==> config.mk <==
export PLATFORM = sky130hd
export DESIGN_NAME = ufm_reader
export DESIGN_NICKNAME = d
export VERILOG_FILES = /design/src/rtl/ufm_pkg.sv /design/src/rtl/sync_fifo.sv /design/src/rtl/ufm_reader.sv
export SDC_FILE = /design/constraint.sdc
export NUM_CORES = 1
export LEC_CHECK = 0
export ABC_AREA = 1
export ABC_CLOCK_PERIOD_IN_PS = 3900
export BUFFER_PORTS_ARGS = -buffer_cell sky130_fd_sc_hd__buf_2
export CORE_ASPECT_RATIO = 0.9
export CORE_MARGIN = 5
export CORE_UTILIZATION = 55
export CTS_CLUSTER_SIZE = 8
export DETAILED_ROUTE_END_ITERATION = 8
export PLACE_DENSITY_LB_ADDON = 0.08
export SLEW_MARGIN = 5
export SYNTH_ARGS = -nofsm -noshare
export SYNTH_HDL_FRONTEND = slang
export SYNTH_SLANG_ARGS = --single-unit
==> constraint.sdc <==
create_clock -name clock -period 3.9 [get_ports clock]
set_input_delay 0.195 -clock clock [delete_from_list [all_inputs] [get_ports clock]]
set_output_delay 0.195 -clock clock [all_outputs]
set_load 0.01 [all_outputs]
==> src/rtl/ufm_pkg.sv <==
// ufm_pkg: shared constants and types for the UFM burst reader.
//   UFM_AW      - UFM word address width
//   UFM_DW      - UFM data word width
//   ufm_state_e - reader FSM states
//   burst_len() - burst length chosen for a given remaining word count
package ufm_pkg;

   localparam int UFM_AW = 12;
   localparam int UFM_DW = 32;

   typedef enum logic [1:0] {
      ST_IDLE   = 2'd0,
      ST_ISSUE  = 2'd1,
      ST_FLIGHT = 2'd2,
      ST_FINISH = 2'd3
   } ufm_state_e;

   // Two-word bursts whenever possible, a single word for the odd tail.
   function automatic logic [1:0] burst_len(input logic [UFM_AW-1:0] remaining);
      return (remaining >= UFM_AW'(2)) ? 2'd2 : 2'd1;
   endfunction

endpackage

==> src/rtl/sync_fifo.sv <==
// sync_fifo: single-clock first-word-fall-through FIFO.
//   clock, reset_n - clock and asynchronous active-low reset
//   push/push_data - write request and data (write accepted when not full,
//                    or when full together with a pop)
//   pop            - consume the head word (ignored when empty)
//   pop_data       - head word, valid whenever empty=0
//   empty          - no words stored
//   count          - number of stored words (0..DEPTH)
// DEPTH must be a power of two, at least 2, so the pointers wrap naturally.
module sync_fifo #(
   parameter int WIDTH = 32,
   parameter int DEPTH = 4
) (
   input  logic                     clock,
   input  logic                     reset_n,
   input  logic                     push,
   input  logic [WIDTH-1:0]         push_data,
   input  logic                     pop,
   output logic [WIDTH-1:0]         pop_data,
   output logic                     empty,
   output logic [$clog2(DEPTH):0]   count
);

   localparam int PW = $clog2(DEPTH);
   localparam int CW = PW + 1;

   logic [WIDTH-1:0] mem [DEPTH];
   logic [PW-1:0]    wr_ptr_reg;
   logic [PW-1:0]    rd_ptr_reg;
   logic [CW-1:0]    count_reg;
   logic [CW-1:0]    count_next;
   logic             full;
   logic             do_push;
   logic             do_pop;

   assign empty    = (count_reg == '0);
   assign full     = (count_reg == CW'(DEPTH));
   assign do_pop   = pop && !empty;
   // A push into a full FIFO is fine when the head leaves in the same cycle.
   assign do_push  = push && (!full || do_pop);
   assign count    = count_reg;
   // Asynchronous read of the head gives fall-through behaviour: a word
   // written on one edge is visible right after it.
   assign pop_data = mem[rd_ptr_reg];

   always_comb begin
      count_next = count_reg;
      if (do_push && !do_pop) begin
         count_next = count_reg + CW'(1);
      end else if (!do_push && do_pop) begin
         count_next = count_reg - CW'(1);
      end
   end

   always_ff @(posedge clock or negedge reset_n) begin
      if (!reset_n) begin
         wr_ptr_reg <= '0;
         rd_ptr_reg <= '0;
         count_reg  <= '0;
      end else begin
         if (do_push) begin
            wr_ptr_reg <= wr_ptr_reg + PW'(1);
         end
         if (do_pop) begin
            rd_ptr_reg <= rd_ptr_reg + PW'(1);
         end
         count_reg <= count_next;
      end
   end

   // Storage carries no reset; emptiness is tracked by the counter alone.
   always_ff @(posedge clock) begin
      if (do_push) begin
         mem[wr_ptr_reg] <= push_data;
      end
   end

endmodule

==> src/rtl/ufm_reader.sv <==
// ufm_reader: reads a block of 32-bit words from the UFM Avalon-MM data port
// using 1- or 2-word bursts and streams them out through a small FWFT FIFO.
//   clock, reset_n            - clock and asynchronous active-low reset
//   start, start_addr,
//   word_count                - transfer request (taken only while idle)
//   busy, done                - transfer in progress / one-cycle completion pulse
//   out_data, out_valid,
//   out_ready                 - output word stream (valid/ready handshake)
//   avmm_addr, avmm_read,
//   avmm_burstcount,
//   avmm_waitrequest          - Avalon-MM burst read command
//   avmm_readdata,
//   avmm_readdatavalid        - Avalon-MM read data return
module ufm_reader
   import ufm_pkg::*;
#(
   parameter int FIFO_DEPTH = 4
) (
   input  logic              clock,
   input  logic              reset_n,
   input  logic              start,
   input  logic [UFM_AW-1:0] start_addr,
   input  logic [UFM_AW-1:0] word_count,
   output logic              busy,
   output logic              done,
   output logic [UFM_DW-1:0] out_data,
   output logic              out_valid,
   input  logic              out_ready,
   output logic [UFM_AW-1:0] avmm_addr,
   output logic              avmm_read,
   output logic [1:0]        avmm_burstcount,
   input  logic              avmm_waitrequest,
   input  logic [UFM_DW-1:0] avmm_readdata,
   input  logic              avmm_readdatavalid
);

   localparam int CW = $clog2(FIFO_DEPTH) + 1;

   ufm_state_e        state_reg,      state_next;
   logic [UFM_AW-1:0] addr_reg,       addr_next;
   logic [UFM_AW-1:0] remaining_reg,  remaining_next;
   logic [1:0]        beats_left_reg, beats_left_next;
   logic              busy_reg,       busy_next;
   logic              done_reg,       done_next;

   logic [1:0]        burst;
   logic [CW-1:0]     fifo_count;
   logic [CW-1:0]     free_entries;
   logic              fifo_empty;
   logic              space_ok;
   logic              cmd_accept;
   logic              fifo_push;
   logic              fifo_pop;

   assign burst        = burst_len(remaining_reg);
   assign free_entries = CW'(FIFO_DEPTH) - fifo_count;
   assign space_ok     = (free_entries >= CW'(burst));

   // The command is driven straight from registered state. While waiting in
   // ISSUE nothing can be pushed, so free space only grows and the command
   // cannot drop or change during a waitrequest stall.
   assign avmm_read       = (state_reg == ST_ISSUE) && space_ok;
   assign avmm_addr       = addr_reg;
   assign avmm_burstcount = burst;
   assign cmd_accept      = avmm_read && !avmm_waitrequest;

   // Returned beats only count while a burst is outstanding; anything else
   // (e.g. stragglers from a burst abandoned by reset) is discarded.
   assign fifo_push = (state_reg == ST_FLIGHT) && avmm_readdatavalid;
   assign fifo_pop  = out_valid && out_ready;
   assign out_valid = !fifo_empty;

   assign busy = busy_reg;
   assign done = done_reg;

   always_comb begin
      state_next      = state_reg;
      addr_next       = addr_reg;
      remaining_next  = remaining_reg;
      beats_left_next = beats_left_reg;
      busy_next       = busy_reg;
      done_next       = 1'b0;
      case (state_reg)
         ST_IDLE: begin
            if (start) begin
               addr_next      = start_addr;
               remaining_next = word_count;
               busy_next      = 1'b1;
               state_next     = (word_count == '0) ? ST_FINISH : ST_ISSUE;
            end
         end
         ST_ISSUE: begin
            if (cmd_accept) begin
               // 12-bit add wraps 0xFFF+1 back to 0x000.
               addr_next       = addr_reg + {{(UFM_AW-2){1'b0}}, burst};
               remaining_next  = remaining_reg - {{(UFM_AW-2){1'b0}}, burst};
               beats_left_next = burst;
               state_next      = ST_FLIGHT;
            end
         end
         ST_FLIGHT: begin
            if (avmm_readdatavalid) begin
               beats_left_next = beats_left_reg - 2'd1;
               if (beats_left_reg == 2'd1) begin
                  state_next = (remaining_reg != '0) ? ST_ISSUE : ST_FINISH;
               end
            end
         end
         ST_FINISH: begin
            // Completion is signalled only once the consumer has drained
            // every word; busy drops in the same cycle done is high.
            if (fifo_empty) begin
               done_next  = 1'b1;
               busy_next  = 1'b0;
               state_next = ST_IDLE;
            end
         end
         default: begin
            state_next = ST_IDLE;
         end
      endcase
   end

   always_ff @(posedge clock or negedge reset_n) begin
      if (!reset_n) begin
         state_reg      <= ST_IDLE;
         addr_reg       <= '0;
         remaining_reg  <= '0;
         beats_left_reg <= '0;
         busy_reg       <= 1'b0;
         done_reg       <= 1'b0;
      end else begin
         state_reg      <= state_next;
         addr_reg       <= addr_next;
         remaining_reg  <= remaining_next;
         beats_left_reg <= beats_left_next;
         busy_reg       <= busy_next;
         done_reg       <= done_next;
      end
   end

   sync_fifo #(
      .WIDTH (UFM_DW),
      .DEPTH (FIFO_DEPTH)
   ) u_fifo (
      .clock     (clock),
      .reset_n   (reset_n),
      .push      (fifo_push),
      .push_data (avmm_readdata),
      .pop       (fifo_pop),
      .pop_data  (out_data),
      .empty     (fifo_empty),
      .count     (fifo_count)
   );

endmodule
Word level (Yosys, flattened, before mapping)
Memories as Yosys holds them, arrays and structs flattened. Cells that the tools add are included.

Bits of input ports: 62. Memories: 1. Memory bits (writable): 128. Flip-flop bits (word level): 37.

Memory list: u_fifo.mem (depth 4, bits a word 32, rd ports 1, clocked after Yosys merged registers in 0, write ports 1, RTL line sync_fifo.sv:27) `logic [WIDTH-1:0] mem [DEPTH];`.

Reductions and logical operators: 26. Multiplexer cells: 27. Equality and inequality tests: 10. Magnitude comparators: 2. Add/subtract/negate cells: 8.

Operator list (count): $mux 12 (4); $pmux 12 s2 (2); $mux 2 (10); $add 12x2->12 (1); $ge 12x2->1 const B (1); $logic_not 12->1 (1); $reduce_bool 12->1 (1); $sub 12x2->12 (1); $reduce_and 3->1 (3); $logic_and 1x1->1 (8); $pmux 2 s4 (1); $reduce_bool 2->1 (4); $mux 1 (6); $mux 3 (2); $ne 2x2->1 const B (3); $logic_not 1->1 (5); $reduce_and 5->1 (1); $add 2x1->2 const B (2); $eq 2x1->1 const B (2); $eq 2x2->1 const B (2); $ne 2x1->1 const B (2); $pmux 2 s2 (1); $add 3x1->3 const B (1); $eq 3x3->1 const B (1); other kinds (8) (8).

Longest topological paths before layout
Gate-level depths: netlist of the first run.

Word-level depth: 10. Mapped depth: 17.

Hierarchy
Synthesis of the first run repeated with hierarchy kept, for this count alone.

Cell total of the unflattened synthesis: 799. Area, all modules: 7843.8 sq um.

By module, submodules not included: sync_fifo (sequential area each 4018.9 sq um, instances 1, cells an instance 435, area each 5544.1 sq um); ufm_reader (sequential area each 750.7 sq um, instances 1, cells an instance 364, area each 2299.7 sq um).

Worst setup path before layout of the first run
OpenSTA, ideal clock, no wires.

Path kind: reg2reg. Start point: register u_fifo.count_reg[0], in the netlist u_fifo.count[0]. End point: memory u_fifo.mem[0][0] (enable). Data arrival time: 2.714 ns. Path buffers: 0. Data required time: 3.479 ns. Setup slack: 0.765 ns. Period minus slack after synthesis: 3.135 ns. Cell stages (with the launch flop): 9. Cell sequence: dfrtp_1 inv_1 ha_1 ha_1 inv_1 nand2_1 nand2_1 nand3_1 nor2_1.

Cells in the longest elaborated chain, start to end: 8. Elaborated cells between the ends (all ways): 10. Classes of those cells: eq/ne: 1; mux: 2; reduce/logical: 7.

Ends and longest elaborated chain: from (decl) (RTL line sync_fifo.sv:30) `logic [CW-1:0] count_reg;`; from (signal assigned) (RTL line sync_fifo.sv:67) `count_reg <= count_next;`; $logic_not 3->1 (*) (RTL line sync_fifo.sv:36) `assign empty = (count_reg == '0);`; $logic_not 1->1 (*) (RTL line ufm_reader.sv:71) `assign out_valid = !fifo_empty;`; named net out_valid (RTL line ufm_reader.sv:27) `output logic out_valid,`; $logic_and 1x1->1 (RTL line ufm_reader.sv:70) `assign fifo_pop = out_valid && out_ready;`; $logic_and 1x1->1 (*) (RTL line sync_fifo.sv:38) `assign do_pop = pop && !empty;`; $logic_or 1x1->1 (*) (RTL line sync_fifo.sv:40) `assign do_push = push && (!full || do_pop);`; $logic_and 1x1->1 (*) (RTL line sync_fifo.sv:40); $mux 1 (*) (RTL line sync_fifo.sv:73) `if (do_push) begin`; $mux 1 (not written as such) (*) (RTL line sync_fifo.sv:74) `mem[wr_ptr_reg] <= push_data;`; to (decl) (RTL line sync_fifo.sv:27).

The timed path passes the listed nets; every way through them passes the cells marked *.

Worst setup path after layout of the first run
Start point: register u_fifo.count_reg[0], in the netlist u_fifo.count[0]. End point: register u_fifo.count_reg[2], in the netlist u_fifo.count[2].

Cells in the longest elaborated chain, start to end: 9. Elaborated cells between the ends (all ways): 17. Classes of those cells: add/sub: 2; eq/ne: 1; mux: 2; reduce/logical: 12.

Ends and longest elaborated chain: $logic_not 3->1 (RTL line sync_fifo.sv:36); $logic_not 1->1 (RTL line sync_fifo.sv:38, ufm_reader.sv:71); $logic_and 1x1->1 (RTL line ufm_reader.sv:70); $logic_and 1x1->1 (RTL line sync_fifo.sv:38); $logic_or 1x1->1 (*) (RTL line sync_fifo.sv:40); $logic_and 1x1->1 (*) (RTL line sync_fifo.sv:40); named net u_fifo.do_push (RTL line sync_fifo.sv:33) `logic do_push;`; $logic_not 1->1 (RTL line sync_fifo.sv:50) `end else if (!do_push && do_pop) begin`; $logic_and 1x1->1 (RTL line sync_fifo.sv:50); $reduce_bool 2->1 (no source line).

The timed path passes the listed nets; every way through them passes the cells marked *. The select of a mux whose other input is x is not followed. A chain may end at the register's enable or synchronous reset.

==> reports/metrics.cfg, run 1 <==
[clock_tree]
post-cts-setup-buffers=0
cts-root-buf=clkbuf_16
clkSlewWorstSetupHoldPaths_ns=0.06
cts_tree=done
clk-insertion-delay-late_ns=0.42
clock_sinks=165
cts_resized=0
htreeDepth=4
clockBufferDepth=2
cts_buffers=17

[layout]
final_common_cell=nand2_1
final_cells=1033
largest_register_ffs=128
register_area_mm2=0.00477
drive_gt1_share_pct=19.3
stdcell_area_mm2=0.00902
antenna_cells=0
final_cell_mix=nand2_1, edfxtp_1, buf_2
multi_input_area_mm2=0.00229
fin_nets=932
area_growth_pct=22.2
num-fill-cells=1035

[sta]
fmax_mhz=340
slew_headroom_pct=30.3
setup_viol_count_final=0
drv_slew=0
finalSetupTns_ns=0
finClkSkew_ns=0.00577
finalHoldViolCount=0
worstMarginPinSlew_ns=1.04
grt_setup_unrepaired=false
fin_crit_sh_pct=75.4
period_needed_ns=2.94

[power_and_ir_drop]
ir_drop_uv=362
p_leak_nw=3.72
powerDensity_mw_per_mm2=740

[synth]
syn_nets=792
ys_ff_latch=165
synthDominantCellAreaShare_pct=52.0
synth_top_area_cell=edfxtp_1
synth_area_mm2=0.00739
synth.area.top_cells=edfxtp_1, dfrtp_1, nand2_1
yosysUniqueCellTypes=30
synth_seq_area_share_pct=64.6
yosysWarningCount=0
synth_area_per_cell_um2=10.4
syn_inst=712

[drt]
drc=0
vias=5515
top_layer=met4
ant_nets=0
drt_wl_total_mm=16.7
routedWlPerCell_um=16.2
firstDrtPassIters=5
dr_wl_met2_mm=8.13
first_iter_violations=437
dr_wl_met3_um=759
wl_met1_mm=7.45
vias_per_cell=5.34

[worst_hold_path]
hold_path_class=input pin to register
hp-start=avmm_readdata[7]

[die]
ioPinCount=112
die_x_um=132
design.die.area_mm2=0.0159
rows=40
start_util_pct=55.7
die_h_um=120
core_mm2=0.0133

[setup_path]
crit_chain=inv_1 > ha_1 > ha_1 > inv_1 > nand2_1 > nand2_1 > nand3_1 > inv_1 > ha_1 > inv_1 > fa_1 > a21oi_1 > o21ai_0 > xor2_1
cpPeakStageDelay_ns=0.42
r2r_start=u_fifo.count[0]
worst_setup_path_start_kind=register
required_ns=4.20
cp_max_fo=6
path_buf_inv=4
crit_type=register to register
worst_path_most_repeated_cell=inv_1
cp.arrival_ns=3.24
end_kind=register
cp-startpoint=u_fifo.count[0]
critPathTopFamily=adder cells
crit_slowest_cell=dfrtp_1

[global_routing]
grt_pass1_vias=5555
grt.overflow.total=0
grt_usage_pct=21.7
grt_pass1_wl_mm=27.6
antenna_found_initial=0
grt_max_degree=66

[placed_design]
port_buffers=111
dp.cells=969
gp_congestion=0.831
dpl_cell_area_mm2=0.00809
hpwl_mm=10.3

[flow_run]
max_cap_violations=0

[outcome]
status=completed

==> report_power, final <==
group | internal [W] | leakage (nW) | switching (W) | total [W]
logic | 0.000882 | 1.83 | 0.00169 | 0.00257
clock network | 0.00103 | 0.286 | 0.000685 | 0.00172
registers | 0.00217 | 1.60 | 0.000214 | 0.00239
total | 0.00409 | 3.72 | 0.00259 | 0.00668
==> per-stage QoR <==
step / setup WS (ns) / power (W) / util [%] / hold WS, ns
after CTS: 0.941 / 0.00671 / 68.0 / 0.00107
after floorplan: 0.765 / 0.00415 / - / -0.101
after detailed placement: 0.929 / 0.00497 / 61.0 / 0.355
final: 0.958 / 0.00668 / 68.0 / 0.0278
after global placement: 1.04 / 0.00490 / 61.0 / 0.357
after global routing: 0.602 / 0.00716 / 68.0 / 0.0135
==> per-layer routing <==
metal,GRT usage [%],up-vias
met5,0,-
met4,8.27,0
met3,4.61,26
met2,35.7,145
met1,28.6,2630
li1,-,2714
==> Yosys cell counts <==
cell type  number
edfxtp_1      128
o21ai_1         6
nand3_4         1
xor2_1          4
nand3b_1        3
inv_1          52
nand2_2         1
buf_6           2
o21bai_1        1
ha_1           15
nand3_1        32
or2_2           5
dfrtp_1        37
buf_4           4
nor2_4          1
nor3_1          1
nand3_2         1
xnor2_1         1
inv_2           3
o21ai_0        82
buf_2           8
fa_1            3
nor2_1        110
o211ai_1        1
o22ai_1        34
a31oi_1         1
nand2_1       147
a21oi_1        10
clkbuf_1       15
nand4_1         3
==> worst paths after layout <==
path	cells after the start	endpoint	slack, ns
max in group asynchronous	2	u_fifo.rd_ptr_reg[0]	2.86
worst max-delay path	14	u_fifo.count[2]	0.96
worst min register to register	2	busy	0.51
worst max register to register	14	u_fifo.count[2]	0.96
min in group asynchronous	2	done	0.45
worst min-delay path	1	u_fifo.mem[1][7]	0.03
==> logic make-up (layout without fill, tap and decap cells) <==
kind of cell | after synthesis | count (layout) | share of synthesized area [%]
flops | 165 | 165 | 64.6
fa+ha+maj | 18 | 18 | 3.35
compound gates | 135 | 135 | 9.81
xor+xnor | 5 | 5 | 0.593
simple gates | 305 | 305 | 16.9
buf+inv | 84 | 237 | 4.81
==> layout make-up <==
type	instances	area share [%]
Sequential cell	165	52.9
Multi-Input combinational cell	463	25.4
Timing Repair Buffer	150	10.3
Clock buffer	19	4.91
Tap cell	168	2.33
Inverter	55	2.29
Clock inverter	13	1.91
==> worst register-to-register path, stage by stage (launching register included) <==
cell and delay [ns]:
dfrtp_1 0.42, inv_1 0.09, ha_1 0.22, ha_1 0.20
inv_1 0.14, nand2_1 0.12, nand2_1 0.07, nand3_1 0.35
inv_1 0.22, ha_1 0.16, inv_1 0.06, fa_1 0.37
a21oi_1 0.15, o21ai_0 0.11, xor2_1 0.15
==> repair_timing <==
action                                  4_1_cts  5_1_grt
hold buffers                                 31        1
endpoints found under the hold margin       157        4
endpoints found under the setup margin        0        0
(Power assumes the default switching activity.)
==> run 2, diff against run 1 <==
--- a/config.mk
+++ b/config.mk
@@ -5,8 +5,8 @@
 export SDC_FILE = /design/constraint.sdc
 export NUM_CORES = 1
 export LEC_CHECK = 0
-export ABC_AREA = 1
-export ABC_CLOCK_PERIOD_IN_PS = 3900
+export ABC_AREA = 0
+export ABC_CLOCK_PERIOD_IN_PS = 2800
 export BUFFER_PORTS_ARGS = -buffer_cell sky130_fd_sc_hd__buf_2
 export CORE_ASPECT_RATIO = 0.9
 export CORE_MARGIN = 5
==> constraint.sdc (replaced) <==
create_clock -name clock -period 2.8 [get_ports clock]
set_input_delay 0.14 -clock clock [delete_from_list [all_inputs] [get_ports clock]]
set_output_delay 0.14 -clock clock [all_outputs]
set_load 0.01 [all_outputs]
==> run 2 against run 1 <==
The flow now finishes with violations (negative setup slack); die area down 5.1%; register-to-register slack worse by 0.96 ns; global-route usage down 1.2 points; sequential share of layout area down 1.1 points; hold slack worse by 0.014 ns; count of clock-buffer cells in the layout up 1; utilization up 5.4 points; critical path type unchanged.
==> reports/metrics.cfg, run 2 <==
[placed_design]
dp.cells=724  ; -25%
dp_slack_ns=-0.141  ; -1.07 ns
gp_congestion=0.872  ; +4.9%
port_buffers=111  ; unchanged
hpwl_mm=9.51  ; -7.5%
dpl_cell_area_mm2=0.00807  ; -0.19%

[drt]
firstDrtPassIters=5  ; unchanged
vias_per_cell=5.62  ; +5.3%
drt_wl_total_mm=14.8  ; -11%
drc=0  ; unchanged
routedWlPerCell_um=18.5  ; +14%
vias=4508  ; -18%
first_iter_violations=308  ; -30%
ant_nets=0  ; unchanged

[layout]
final_cells=802  ; -22%
post-route-util_pct=73.4  ; +5.4 points
final_cell_mix=edfxtp_1, buf_2, dlygate4sd3_1
final_common_cell=edfxtp_1
area_growth_pct=32.0
drive_gt1_share_pct=39.7  ; +20 points
antenna_cells=0  ; unchanged
stdcell_area_mm2=0.00921  ; +2.0%
fin_nets=705  ; -24%
largest_register_ffs=128  ; unchanged

[synth]
synth_top_family_by_area=multiplexers
async_flop_share_pct=22.4  ; unchanged
synth_area_mm2=0.00698  ; -5.6%
synth-compound-area-share_pct=7.76  ; -2.0 points
syn_nets=519  ; -34%
synthAdderAreaFrac_pct=3.55  ; +0.20 points
synth_area_per_cell_um2=15.9  ; +53%
synth_seq_area_share_pct=68.4  ; +3.8 points
ys_ff_latch=165  ; unchanged
syn_inst=439  ; -38%
synth-edff-count=128  ; unchanged
synth_xor_area_share_pct=0.753  ; +0.16 points
synth_flop_cell=edfxtp_1
synthDominantCellAreaShare_pct=55.1  ; +3.1 points
synth-simple-area-share_pct=6.71  ; -10 points
synth.area.top_cells=edfxtp_1, dfrtp_1, mux4_2
yosysMostFrequentCell=edfxtp_1
yosysWarningCount=0  ; unchanged
yosysUniqueCellTypes=48  ; +60%
synth_top_area_cell=edfxtp_1
synth_common_cells=edfxtp_1, dfrtp_1, mux4_2, a21oi_1, nor2_1
muxShareOfSynthArea_pct=10.8  ; +11 points

[die]
design.die.area_mm2=0.0150  ; -5.1%
start_util_pct=55.6  ; -0.066 points
die_h_um=117  ; -2.6%
ioPinCount=112  ; unchanged
rows=39  ; -2.5%
core_mm2=0.0125  ; -5.4%
die_x_um=129  ; -2.6%

[setup_path]
worst_setup_path_start_kind=register
cp_max_fo=10  ; +4
crit_type=register to register
required_ns=3.11  ; -1.09 ns
cp.arrival_ns=3.11  ; -0.13 ns
end_kind=register

[sta]
setup_viol_count_final=1  ; +1
finalHoldViolCount=0  ; unchanged
finClkSkew_ns=0.00951  ; +0.00373 ns
slew_headroom_pct=43.7  ; +13 points
drv_slew=0  ; unchanged
fmax_mhz=357  ; +5.0%
fin_crit_sh_pct=100  ; +25 points
grt_setup_unrepaired=true
worstMarginPinSlew_ns=0.845  ; -0.200 ns
fin_ws_ns=-0.00283  ; -0.961 ns
period_needed_ns=2.80  ; -0.139 ns

[outcome]
violations=negative setup slack
status=finished with violations

[global_routing]
antenna_found_initial=0  ; unchanged
grt_max_degree=40  ; -39%
grt.overflow.total=0  ; unchanged
grt_pass1_wl_mm=23.3  ; -16%
grt_usage_pct=20.5  ; -1.2 points
grt_pass1_vias=4530  ; -18%

[clock_tree]
clk-insertion-delay-late_ns=0.42  ; about the same
cts_buffers=17  ; unchanged
clockBufferDepth=2  ; unchanged
htreeDepth=4  ; unchanged
cts-root-buf=clkbuf_16
cts_tree=done
clkSlewWorstSetupHoldPaths_ns=0.06  ; about the same
clock_sinks=165  ; unchanged

[flow_run]
max_cap_violations=0  ; unchanged

[power_and_ir_drop]
ir_drop_uv=957  ; +160%
p_leak_nw=3.50  ; -6.0%
powerDensity_mw_per_mm2=1010  ; +36%

[worst_hold_path]
hold_path_class=input pin to register

==> run 2: changes by cell type after synthesis, sizes merged, moves of 6 or more <==
cell,change
a2bb2oi,+7
buf,-9
nand2b,+6
a21oi,+19
o22ai,-27
mux4,+32
nor2,-83
nand2,-126
o21ai,-69
inv,-40
nand3,-25
==> run 2: logic make-up (layout without fill, tap and decap cells) <==
group,count (synthesis),count (layout)
adders and majority gates,18,18
xor gates and xnor gates,6,6
and+or+nand+nor,92,92
muxes,35,35
buffers and inverters,36,235
AOI/OAI and AO/OA,87,87
DFF,165,165
==> run 2: worst max-delay path: stages (launching register included) <==
cell       delay [ns]
dfrtp_1          0.38
or4_4            0.56
nor4_4           0.23
nand3_4          0.15
inv_6            0.12
ha_1             0.24
nand2b_4         0.15
a21oi_4          0.17
o31a_1           0.19
buf_4            0.15
clkbuf_16        0.15
nor2_1           0.06
a2bb2oi_1        0.13
==> run 2: power by group <==
group | switching (W) | internal (W) | total, W
clock | 0.000933 | 0.00133 | 0.00226
sequential | 0.000388 | 0.00311 | 0.00350
combinational | 0.00178 | 0.00171 | 0.00349
total | 0.00310 | 0.00615 | 0.00926
==> run 2: final timing paths <==
kind,end,depth (start not counted),start,slack (ns)
max,avmm_addr[10],12,remaining_reg[5],-0.003
min,remaining_reg[0],3,word_count[0],0.01
max reg2reg,avmm_addr[10],12,remaining_reg[5],-0.003
min reg2reg,busy,2,busy,0.52
max in group asynchronous,u_fifo.rd_ptr_reg[0],2,reset_n,1.84
min in group asynchronous,avmm_addr[5],2,reset_n,0.36
==> run 2: metrics by stage <==
stage / total power (W) / hold WS (ns) / TNS (ns)
floorplan: 0.00562 / -0.156 / -0.771
global placement: 0.00669 / 0.292 / -0.0256
detailed placement: 0.00678 / 0.301 / -1.19
CTS: 0.00911 / 0.00175 / -0.0104
global route: 0.00980 / 0.0354 / -1.20
finish: 0.00926 / 0.0142 / -0.00283
==> run 2: routing by layer <==
layer / track usage [%] / vias up / routed length, um
li1: - / 2087 / -
met1: 27.6 / 2246 / 6400
met2: 33.2 / 163 / 7320
met3: 5.94 / 12 / 945
met4: 5.95 / 0 / 144
met5: 0 / - / 0
==> run 2: layout make-up <==
cell class,instances,area [um2]
flip-flops and latches,165,4770
fillers,772,3330
multi-input cells,238,2230
repair buffers,188,1360
clock buffers,20,437
well taps,164,205
clock inverters,12,144
inverters,15,61.3
==> run 2: what timing repair did <==
action,in CTS,in global routing
cloned,0,1
hold buffers,37,0
buffers inserted,3,5
resized for setup,0,25
hold endpoints to repair,169,0
pin swaps,2,6
endpoints found under the setup margin,22,20
==> run 3, diff against run 2 <==
--- a/config.mk
+++ b/config.mk
@@ -6,7 +6,7 @@
 export NUM_CORES = 1
 export LEC_CHECK = 0
 export ABC_AREA = 0
-export ABC_CLOCK_PERIOD_IN_PS = 2800
+export ABC_CLOCK_PERIOD_IN_PS = 3550
 export BUFFER_PORTS_ARGS = -buffer_cell sky130_fd_sc_hd__buf_2
 export CORE_ASPECT_RATIO = 0.9
 export CORE_MARGIN = 5
@@ -14,6 +14,7 @@
 export CTS_CLUSTER_SIZE = 8
 export DETAILED_ROUTE_END_ITERATION = 8
 export PLACE_DENSITY_LB_ADDON = 0.08
+export RECOVER_POWER = 50
 export SLEW_MARGIN = 5
 export SYNTH_ARGS = -nofsm -noshare
 export SYNTH_HDL_FRONTEND = slang
==> constraint.sdc (replaced) <==
create_clock -name clock -period 3.55 [get_ports clock]
set_input_delay 0.1775 -clock clock [delete_from_list [all_inputs] [get_ports clock]]
set_output_delay 0.1775 -clock clock [all_outputs]
set_load 0.01 [all_outputs]
==> run 3 against run 2 <==
The run ends with max-capacitance violations, max-slew violations left; first-iteration DRC count fell by 45%; clock power shrank 26%; sequential power down 21%; routed wire length is 4.3% lower; count of clock-buffer cells in the layout increased by 4; sequential share of layout area up 3.4 points; critical path type unchanged; largest power group unchanged.
==> reports/metrics.cfg, run 3 (same netlist as run 2, synthesis figures left out) <==
[outcome]
status=finished with violations
violations=max-capacitance violations, max-slew violations

[drt]
first_iter_violations=169  ; -45%
vias_per_cell=5.60  ; -0.44%
drt_wl_total_mm=14.2  ; -4.3%
firstDrtPassIters=5  ; unchanged
vias=4326  ; -4.0%
routedWlPerCell_um=18.3  ; -0.68%
drc=0  ; unchanged
ant_nets=0  ; unchanged

[sta]
period_needed_ns=3.32  ; +0.517 ns
finalSetupTns_ns=0  ; +0.00283 ns
setup_viol_count_final=0  ; -1
fmax_mhz=301  ; -16%
finClkSkew_ns=0.00927  ; -0.000233 ns
finalHoldViolCount=0  ; unchanged
slew_headroom_pct=-38.1  ; -82 points
fin_crit_sh_pct=93.5  ; -6.6 points
worstMarginPinSlew_ns=2.07  ; +1.23 ns
grt_setup_unrepaired=false
drv_slew=38  ; +38
fin_ws_ns=0.230  ; +0.233 ns

[setup_path]
cp.arrival_ns=3.62  ; +0.51 ns
cpPeakStageDelay_ns=0.57  ; about the same
crit_type=register to register
crit_slowest_cell=or4_4
timing.rr.end=avmm_addr[10]
cp-startpoint=remaining_reg[7]
end_kind=register
ff2ff_path_depth=11  ; -1
worst_setup_path_start_kind=register
cp_max_fo=13  ; +3
rrSetupSlack_ns=0.23  ; +0.23 ns
crit_chain=or4_4 > nor4_4 > nand3_2 > inv_1 > ha_1 > nand2b_1 > a21oi_1 > o31a_1 > buf_4 > nor2_1 > a2bb2oi_1
r2r_start=remaining_reg[7]
required_ns=3.85  ; +0.74 ns

[clock_tree]
htreeDepth=4  ; unchanged
clock_sinks=165  ; unchanged
clk-insertion-delay-late_ns=0.42  ; about the same
cts-root-buf=clkbuf_16
post-cts-setup-buffers=0  ; -3
cts_tree=done
cts_buffers=17  ; unchanged
clkSlewWorstSetupHoldPaths_ns=0.06  ; about the same
clockBufferDepth=2  ; unchanged

[layout]
num-fill-cells=859  ; +11%
drive_gt1_share_pct=24.0  ; -16 points
largest_register_ffs=128  ; unchanged
final_common_cell=edfxtp_1
antenna_cells=0  ; unchanged
area_growth_pct=23.9
final_cell_mix=edfxtp_1, buf_2, clkbuf_1
post-route-util_pct=69.0  ; -4.5 points
fin_nets=676  ; -4.1%

[worst_hold_path]
holdPathEnd=avmm_addr[1]
hp-start=start_addr[1]
hold_path_class=input pin to register
min_path_cells=3  ; unchanged

[placed_design]
hpwl_mm=9.50  ; -0.13%
dp_slack_ns=0.275  ; +0.416 ns
gp_congestion=0.824  ; -5.5%
port_buffers=111  ; unchanged

[global_routing]
grt.overflow.total=0  ; unchanged
antenna_found_initial=0  ; unchanged
grt_pass1_wl_mm=22.3  ; -4.4%
grt_max_degree=40  ; unchanged
grt_pass1_vias=4425  ; -2.3%
grt_usage_pct=20.0  ; -0.54 points

[die]
die_h_um=117  ; unchanged
die_x_um=129  ; unchanged
start_util_pct=55.6  ; unchanged
core_mm2=0.0125  ; unchanged
design.die.area_mm2=0.0150  ; unchanged
ioPinCount=112  ; unchanged
rows=39  ; unchanged

[flow_run]
max_cap_violations=1  ; +1

[power_and_ir_drop]
powerDensity_mw_per_mm2=782  ; -22%
p_leak_nw=3.15  ; -9.9%
ir_drop_uv=536  ; -44%

## run 3: per-stage QoR
| stage | hold slack [ns] | power, W | cell area, um2 | cells |
|---|---|---|---|---|
| after floorplan | -0.118 | 0.00433 | 6980 | 439 |
| after global placement | 0.332 | 0.00509 | 7820 | 707 |
| after detailed placement | 0.340 | 0.00514 | 7820 | 707 |
| after CTS | 0.0170 | 0.00686 | 8700 | 773 |
| after global routing | 0.0340 | 0.00719 | 8650 | 773 |
| final | 0.0373 | 0.00676 | 8650 | 773 |
## run 3: timing repair
action | 4_1_cts | 5_1_grt
resized for setup | 0 | 1
hold endpoints to repair | 166 | 0
hold buffers | 34 | 0
endpoints found under the setup margin | 0 | 2
## run 3: worst max-delay path: cells and delay by family (launching register included)
kind | cells | cell delay, ns
buf+inv | 2 | 0.52
compound gates | 3 | 0.85
simple gates | 5 | 1.12
fa+ha+maj | 1 | 0.28
flops | 1 | 0.42
## run 3: how the worst max path moves through the flow
stage                         end  slack, ns  depth (start not counted)
global placement    avmm_addr[11]       0.39                         11
detailed placement  avmm_addr[11]       0.27                         11
floorplan           avmm_addr[10]       0.34                         12
finish              avmm_addr[10]       0.23                         11
CTS                 avmm_addr[11]       0.24                         11
global route         avmm_addr[2]      0.007                         11
## run 3: report_power, final
part	switching [W]	total, W	internal [W]
clock network	0.000693	0.00168	0.000984
logic	0.00123	0.00232	0.00108
registers	0.000317	0.00277	0.00245
total	0.00225	0.00676	0.00452
## run 3: cell type report
| class | instances | area (um2) | share of cell area (%) |
|---|---|---|---|
| Clock buffer | 24 | 462 | 5.34 |
| Inverter | 15 | 56.3 | 0.651 |
| Tap cell | 164 | 205 | 2.37 |
| Sequential cell | 165 | 4770 | 55.2 |
| Timing Repair Buffer | 159 | 986 | 11.4 |
| Clock inverter | 8 | 80.1 | 0.926 |
| Multi-Input combinational cell | 238 | 2090 | 24.1 |
## run 3: per-layer routing
layer / GRT usage [%] / routed length [um] / vias up
met4: 6.86 / 129 / 0
met5: 0 / 0 / -
met2: 34.3 / 7450 / 120
met3: 5.94 / 845 / 13
met1: 24.4 / 5750 / 2161
li1: - / - / 2032
